## src/rtl/io_bus_master.sv

```systemverilog
// CPU-side I/O bus master: turns single-cycle io_rd/io_wr requests into
// req/ack bus transactions, stalls the core meanwhile and returns read data.
module io_bus_master #(
  parameter int WIDTH      = 32,
  parameter int ADDR_WIDTH = 16,
  parameter int TIMEOUT    = 255
) (
  input  logic                  clk,
  input  logic                  resetq,
  input  logic                  io_rd,
  input  logic                  io_wr,
  input  logic [ADDR_WIDTH-1:0] io_addr,
  input  logic [WIDTH-1:0]      io_dout,
  output logic [WIDTH-1:0]      io_din,
  output logic                  io_stall,
  output logic                  io_err,
  output logic                  bus_req,
  output logic                  bus_we,
  output logic [ADDR_WIDTH-1:0] bus_addr,
  output logic [WIDTH-1:0]      bus_wdata,
  input  logic [WIDTH-1:0]      bus_rdata,
  input  logic                  bus_ack,
  input  logic                  bus_err
);

  localparam int CNT_W = (TIMEOUT > 1) ? $clog2(TIMEOUT + 1) : 1;
  localparam logic [CNT_W-1:0] TMO = CNT_W'(TIMEOUT);

  typedef enum logic {IDLE, REQ} state_t;

  state_t           state;
  logic [WIDTH-1:0] rdata_q;
  logic [CNT_W-1:0] cnt;
  logic             timed_out;
  logic             done;
  logic             fail;

  assign timed_out = (TIMEOUT != 0) && (cnt == TMO);
  assign done      = (state == REQ) && (bus_ack || bus_err || timed_out);
  // An ack landing in the timeout cycle still counts as a clean completion.
  assign fail      = done && (bus_err || (timed_out && !bus_ack));

  always_comb begin
    io_stall = 1'b0;
    io_err   = 1'b0;
    io_din   = rdata_q;
    if (state == IDLE) begin
      io_stall = io_rd | io_wr;
      io_err   = io_rd & io_wr;
    end else begin
      io_stall = ~done;
      io_err   = fail;
      if (done && !bus_we) io_din = fail ? '1 : bus_rdata;
    end
  end

  always_ff @(posedge clk or negedge resetq) begin
    if (!resetq) begin
      state     <= IDLE;
      bus_req   <= 1'b0;
      bus_we    <= 1'b0;
      bus_addr  <= '0;
      bus_wdata <= '0;
      rdata_q   <= '0;
      cnt       <= '0;
    end else begin
      case (state)
        IDLE: begin
          if (io_rd || io_wr) begin
            state     <= REQ;
            bus_req   <= 1'b1;
            bus_we    <= io_wr;
            bus_addr  <= io_addr;
            bus_wdata <= io_dout;
            cnt       <= '0;
          end
        end
        REQ: begin
          if (done) begin
            state   <= IDLE;
            bus_req <= 1'b0;
            if (!bus_we) rdata_q <= fail ? '1 : bus_rdata;
          end else if (cnt != '1) begin
            cnt <= cnt + 1'b1;
          end
        end
        default: begin
          state   <= IDLE;
          bus_req <= 1'b0;
        end
      endcase
    end
  end

endmodule

```

## config.mk

```make
export PLATFORM = sky130hd
export DESIGN_NAME = io_bus_master
export DESIGN_NICKNAME = d
export VERILOG_FILES = /design/src/rtl/io_bus_master.sv
export SDC_FILE = /design/constraint.sdc
export NUM_CORES = 1
export LEC_CHECK = 0
export BUFFER_PORTS_ARGS = -buffer_cell sky130_fd_sc_hd__buf_2
export CAP_MARGIN = 10
export CORE_AREA = 2 2 105 82
export DETAILED_ROUTE_END_ITERATION = 10
export DIE_AREA = 0 0 107 84
export PLACE_DENSITY_LB_ADDON = 0.3
export SETUP_SLACK_MARGIN = 0.2
export SYNTH_ARGS = -nofsm -noshare
export SYNTH_HDL_FRONTEND = slang
export SYNTH_SLANG_ARGS = --single-unit
```

## constraint.sdc

```tcl
create_clock -name clk -period 4.2 [get_ports clk]
set_input_delay 0.84 -clock clk [delete_from_list [all_inputs] [get_ports clk]]
set_output_delay 0.84 -clock clk [all_outputs]
set_load 0.005 [all_outputs]
```

Word-level counts from Yosys, hierarchy flattened
Index checks and enable logic that the tools add are counted.

Register bits: 91. Output and inout port bits: 84. Word-level logic and storage cells: 48.

Reduce and logical (&&, ||, !) cells: 14. $add $sub $neg: 1. Equal/unequal tests: 6. Multiplexer cells: 15. Bitwise logic cells: 5.

Operators by type and width (count): 2-to-1 mux 32 bit (3); 2-to-1 mux 8 bit (3); case mux 8 bit (2 select lines) (1); adder 8 x 1 -> 8 bit, second input constant (1); equality test 8 bit, second input constant (1); != test 8 bit, second input constant (1); 2-to-1 mux 1 bit (6); != test 2 x 1 -> 1 bit, second input constant (3); AND reduction 3 bit (2); logical AND 1 bit (4); logical OR 1 bit (4); case mux 1 bit (2 select lines) (2); AND reduction 2 bit (2); NOT 1 bit (3); logical NOT 1 bit (2); != test 2 bit, second input constant (1); bitwise AND 1 bit (1); bitwise OR 1 bit (1).

Longest topological paths before layout
Gate-level depths: netlist (run 1).

Depth in word-level cells: 7. Depth in mapped cells: 7. Depth with buffers taken out: 5.

Worst setup path after synthesis (run 1)
OpenSTA, ideal clock, no wires.

Path kind: input to output. Start: input port bus_ack. End: output port io_din[0]. Stages: 6. Required time: 3.360 ns. Path slack: 1.578 ns. Arrival time: 1.782 ns. Cell sequence: nor2_1 > o21a_2 > nor3b_2 > buf_6 > buf_12 > o22a_1.

Longest elaborated chain between the ends: 7.

Ends and longest elaborated chain: start, declared (line 22) `input logic bus_ack,`; logical OR 1 bit / logical NOT 1 bit (equally long branches) (line 39, 41); logical OR 1 bit / logical AND 1 bit (equally long branches) (line 39, 41); logical AND 1 bit / logical OR 1 bit (equally long branches) (line 39, 41); logical AND 1 bit (line 41) `assign fail = done && (bus_err || (timed_out && !bus_ack));`; 2-to-1 mux 32 bit (line 53) `if (done && !bus_we) io_din = fail ? '1 : bus_rdata;`; 2-to-1 mux 32 bit * (line 53); 2-to-1 mux 32 bit * (line 47) `if (state == IDLE) begin`; end, declared (line 14) `output logic [WIDTH-1:0] io_din,`.

Mark *: on every way between the ends. The rest lies on a longest branch, timed or not.

Final worst setup path (run 1)
Start: register cnt[0]. End: output port io_din[18].

Longest elaborated chain between the ends: 7.

Ends and longest elaborated chain: start, declared (line 33) `logic [CNT_W-1:0] cnt;`; start signal, assigned (line 84) `cnt <= cnt + 1'b1;`; equality test 8 bit * (line 38) `assign timed_out = (TIMEOUT != 0) && (cnt == TMO);`; logical OR 1 bit / logical AND 1 bit (equally long branches) (line 39, 41); logical AND 1 bit / logical OR 1 bit (equally long branches) (line 39, 41); logical AND 1 bit (line 41); 2-to-1 mux 32 bit (line 53); 2-to-1 mux 32 bit * (line 53); 2-to-1 mux 32 bit * (line 47).

Marks and branches as above.

==> results.toml, run 1 <==
[status]
outcome = "complete, no violations"

[clocking]
cts_buffers = 9
cts_resized = 0
insertion_delay_ns = 0.35
post_cts_buffers = 0
cts_tree = "built"
cts.clk_slew.worst_paths_ns = 0.08
clock_path_buffers = 2
clockRootBuffer = "clkbuf_8"
h-tree-depth = 3
hold_buffers = 0
numClockSinks = 91

[timing]
relSlewSlack_pct = 39.0
fin_crit_sh_pct = 81.1
hold_viol = 0
finalSetupViolations = 0
drv_slew = 0
max_clock_freq_ghz = 0.294
rsz0062_at_grt = "false"
fin_skew_ns = 0.0131
fin_tns_setup_ns = 0
fin_crit_ns = 3.40
tightestPinTransition_ns = 0.914

[synthesis]
synthMuxAreaShare_pct = 0.506
netlist_instances = 385
synth_xor_area_share_pct = 0.222
synthSimpleGateAreaFrac_pct = 17.8
synthesis.area_um2 = 3950
synth-seq-cells = 91
synth_top_family_by_area = "compound AO/OA/AOI/OAI gates"
seq_area_frac_synth_pct = 57.6
avgSynthCellArea_um2 = 10.3
synth.distinct_cells = 31
syn-num-nets = 472
synth_adder_area_share_pct = 0.316
synth_compound_area_share_pct = 17.9
yosys_warnings = 0

[place]
port_buffers = 169
gp_congestion = 0.809
hpwl_um = 6200
place_inst = 639
placed_area_um2 = 4780

[power]
worst_ir_drop_vdd_v = 0.000320
total_power_mw = 2.67
power_density_nw_per_um2 = 535
leakagePower_nw = 2.47

[setup_path]
start_kind = "flip-flop"
critPathArrivalTime_ns = 2.56
cp.required_ns = 3.36
crit_type = "reg -> out"
worstRegToRegCells = 6
crit_path_end_kind = "output port"
crit_fanout = 64

[detailed_routing]
wl_um = 8980
vias = 3310
drt_pass1_iterations = 5
drtAntennaViolNets = 0
drc = 0
wire_per_inst_um = 13.7
via_per_inst = 5.07
dr.first_iter.drc_count = 242

[finish]
n_antenna_cell = 0
nets = 629
final_area_um2 = 4990
drive_gt1_share_pct = 35.4
final_cell_mix = "buf_2 (168), nand2_1 (149), dfrtp_1 (91)"
final-instance-count-excl-fill = 653
layout_commonest_cell = "buf_2"
nFillCells = 667
area_delta_synth_final_pct = 26.3

[grt]
grt_pass1_vias = 3147
grt_pass1_wl_um = 14500
grt_usage_pct = 20.3
grt_remaining_overflow = 0
grt_antenna_before_repair = 0
grt_max_degree = 71

[min_path]
hold_class = "reg -> reg"
holdPathStages = 2

[floorplanning]
die_h_um = 84
core_area_um2 = 8090
die_area_um2 = 8990
io_pins = 170
start_util_pct = 48.9
die_w_um = 107
rows = 29

[flow_run]
maxCapViolations = 0
## kinds of logic (layout without fill, tap and decap cells)
family,count (synthesis),in the layout
multiplexers,2,2
XOR/XNOR,1,1
adder cells (fa/ha/maj),1,1
flip-flops,91,91
buffers and inverters,32,192
AND/OR/NAND/NOR,172,172
AO/OA/AOI/OAI,86,86
## routing by layer
layer | global-route usage [%] | part of all wire [%] | vias up
met1 | 25.8 | 45 | 1540
met3 | 8.04 | 8.6 | 5
met2 | 33.4 | 46 | 128
met5 | 0 | 0 | -
li1 | - | - | 1637
met4 | 3.54 | 0.45 | 0
## report_power, final
group	switching (mW)	internal (mW)
Clock	0.290	0.346
Combinational	0.376	0.398
Sequential	0.144	1.12
## cell type report
| type | instances | area [µm²] | area share [%] |
|---|---|---|---|
| Sequential cell | 91 | 2280 | 45.6 |
| Multi-Input combinational cell | 262 | 1470 | 29.4 |
| Timing Repair Buffer | 173 | 878 | 17.6 |
| Clock buffer | 10 | 138 | 2.76 |
| Tap cell | 108 | 135 | 2.71 |
| Clock inverter | 4 | 76.3 | 1.53 |
| Inverter | 5 | 18.8 | 0.376 |
## state kept, by name, indices dropped and copies added (netlist names)
| name | cells |
|---|---|
| bus_we | 1 |
| bus_addr | 16 |
| state | 1 |
| bus_req | 1 |
| rdata_q | 32 |
| cnt | 8 |
| bus_wdata | 32 |
## stage by stage
step	utilization [%]	hold slack (ns)	setup WS, ns
5_1_grt	61.7	0.497	0.573
2_1_floorplan	-	0.461	1.58
6_report	61.7	0.473	0.795
3_5_place_dp	59.1	0.457	1.08
3_3_place_gp	59.1	0.452	1.13
4_1_cts	61.7	0.477	0.803
## final timing paths
check | endpoint | slack (ns) | from
worst max-delay path | io_din[18] | 0.80 | cnt[0]$_DFFE_PN0P_
worst min-delay path | bus_wdata[16]$_DFFE_PN0P_ | 0.47 | bus_wdata[16]$_DFFE_PN0P_
worst max register to register | rdata_q[6]$_DFFE_PN0P_ | 2.05 | cnt[0]$_DFFE_PN0P_
worst min register to register | bus_wdata[16]$_DFFE_PN0P_ | 0.47 | bus_wdata[16]$_DFFE_PN0P_
max in group asynchronous | bus_wdata[5]$_DFFE_PN0P_ | 2.76 | resetq
min in group asynchronous | rdata_q[16]$_DFFE_PN0P_ | 0.60 | resetq
## Yosys cell counts
library cell	count	area, µm²
a21oi_1	3	15.0
a311oi_1	1	8.76
a41o_1	1	10.0
and3_1	1	6.26
buf_1	3	11.3
buf_12	6	120
buf_2	1	5.00
buf_6	1	11.3
clkbuf_1	16	60.1
dfrtp_1	91	2280
ha_1	1	12.5
inv_1	5	18.8
mux2i_1	2	20.0
nand2_1	149	559
nand3_1	6	30.0
nand4_1	1	6.26
nand4_2	1	12.5
nand4bb_1	1	11.3
nor2_1	4	15.0
nor3_1	3	15.0
nor3b_2	1	12.5
o211ai_1	6	45.0
o21a_2	1	8.76
o21ai_0	7	35.0
o22a_1	64	561
o311ai_0	1	8.76
o31ai_1	2	15.0
or2_2	1	6.26
or3_1	2	12.5
or4_1	2	15.0
xor2_1	1	8.76
## critical path, stage by stage, from the launching register on
cell and delay (ns):
dfrtp_1 0.42, ha_1 0.22, nand4_2 0.19, o21a_2 0.33
nor3b_4 0.16, buf_4 0.50, o22a_1 0.26, buf_2 0.11
(Power assumes the default switching activity.)
==> run 2, diff against run 1 <==
- CORE_AREA: 2 2 105 82 -> 2 2 108 84
- DIE_AREA: 0 0 107 84 -> 0 0 110 86
- clock period: 4.2 -> 3.3 ns (I/O delays scaled with it)
==> results.toml, run 2 (synthesis results as in run 1) <==
[status]
outcome = "complete, no violations"

[place]
placed_area_um2 = 4820
port_buffers = 169
preCtsSetupSlack_ns = 0.519
gp_congestion = 0.867
hpwl_um = 6240
place_inst = 641

[finish]
nets = 633
final-instance-count-excl-fill = 659
nFillCells = 748
layout_commonest_cell = "buf_2"
final_util_pct = 61.5
top_regs = "bus_wdata (32), rdata_q (32), bus_addr (16)"
area_delta_synth_final_pct = 29.2
drive_gt1_share_pct = 36.1
final_area_um2 = 5110
n_antenna_cell = 0
final_cell_mix = "buf_2 (168), nand2_1 (149), dfrtp_1 (91)"

[grt]
grt_pass1_vias = 3156
grt_remaining_overflow = 0
grt_usage_pct = 19.8
grt_max_degree = 92
grt_pass1_wl_um = 14500
grt_antenna_before_repair = 0

[timing]
hold_viol = 0
finalSetupViolations = 0
fin_skew_ns = 0.00622
setup_ws_ns = 0.428
rsz0062_at_grt = "false"
fin_crit_ns = 2.87
drv_slew = 0
fin_crit_sh_pct = 87.0
max_clock_freq_ghz = 0.348
relSlewSlack_pct = 61.3
tightestPinTransition_ns = 0.580
fin_tns_setup_ns = 0
holdWs_ns = 0.327

[floorplanning]
die_w_um = 110
io_pins = 170
core_area_um2 = 8310
die_h_um = 86
start_util_pct = 47.6
die_area_um2 = 9460
rows = 29

[min_path]
hold_class = "in -> async"

[setup_path]
worstRegToRegCells = 7
crit_type = "reg -> out"
critPathArrivalTime_ns = 2.21
start_kind = "flip-flop"
crit_fanout = 32
crit_path_end_kind = "output port"
cp.required_ns = 2.64

[detailed_routing]
drtAntennaViolNets = 0
vias = 3330
dr.max_layer_used = "met4"
drt_pass1_iterations = 4
wl_um = 9380
wire_per_inst_um = 14.2
wl_met1_um = 4240
dr.first_iter.drc_count = 212
via_per_inst = 5.05
drc = 0
wl_met3_um = 943
wl_met2_um = 4130

[clocking]
numClockSinks = 91
insertion_delay_ns = 0.34
cts_tree = "built"
clockRootBuffer = "clkbuf_8"
hold_buffers = 0
cts.clk_slew.worst_paths_ns = 0.09
h-tree-depth = 3
clock_path_buffers = 2
cts_buffers = 9

[power]
total_power_mw = 3.55
leakagePower_nw = 2.52
power_density_nw_per_um2 = 695
worst_ir_drop_vdd_v = 0.000334

[flow_run]
maxCapViolations = 0
## run 2: cell types whose count changed in the layout (fill, tap and decap cells not counted)
cell        before  now
clkinv_4         1    0
clkinvlp_4       1    2
clkbuf_16        0    1
clkbuf_8        10    9
buf_12           0    3
bufinv_16        2    3
inv_6            0    2
## run 2: worst max-delay path, stage by stage, from the launching register on
cell and delay (ns):
dfrtp_1 0.42, ha_1 0.21, nand4_2 0.16, o21a_2 0.32, nor3b_4 0.26, buf_12 0.21
o22a_1 0.17, buf_2 0.11
## run 2: cell type report
cell class | count | area (µm²) | share of cell area [%]
flip-flops and latches | 91 | 2280 | 44.6
clock inverters | 7 | 123 | 2.40
multi-input cells | 262 | 1470 | 28.7
well taps | 108 | 135 | 2.64
repair buffers | 177 | 963 | 18.9
inverters | 5 | 18.8 | 0.367
clock buffers | 9 | 124 | 2.42
## run 2: path summary, 6_finish.rpt
kind                                             end  slack (ns)                      start
setup reg to reg             rdata_q[15]$_DFFE_PN0P_        1.33         cnt[0]$_DFFE_PN0P_
setup / recovery                          io_din[12]        0.43         cnt[0]$_DFFE_PN0P_
hold / removal               rdata_q[23]$_DFFE_PN0P_        0.33                     resetq
hold reg to reg            bus_wdata[10]$_DFFE_PN0P_        0.48  bus_wdata[10]$_DFFE_PN0P_
max in group asynchronous   bus_wdata[5]$_DFFE_PN0P_        2.59                     resetq
min in group clk           bus_wdata[10]$_DFFE_PN0P_        0.48  bus_wdata[10]$_DFFE_PN0P_
## run 2: timing repair
action                                  CTS  global route
pin swaps                                 0             1
gates cloned                              0             1
buffers inserted                          0             1
gates resized for setup                   1             3
endpoints found under the setup margin   32            32
## run 2: where the power goes
part	internal, mW	total [mW]	switching (mW)
clock	0.509	0.911	0.403
combinational	0.536	1.04	0.508
sequential	1.42	1.60	0.175
total	2.47	3.55	1.09
## run 2: per-layer routing
| layer | up-vias | track usage (%) |
|---|---|---|
| met5 | - | 0 |
| met4 | 0 | 6.56 |
| met3 | 8 | 8.51 |
| met2 | 131 | 30.3 |
| met1 | 1543 | 25.5 |
| li1 | 1648 | - |
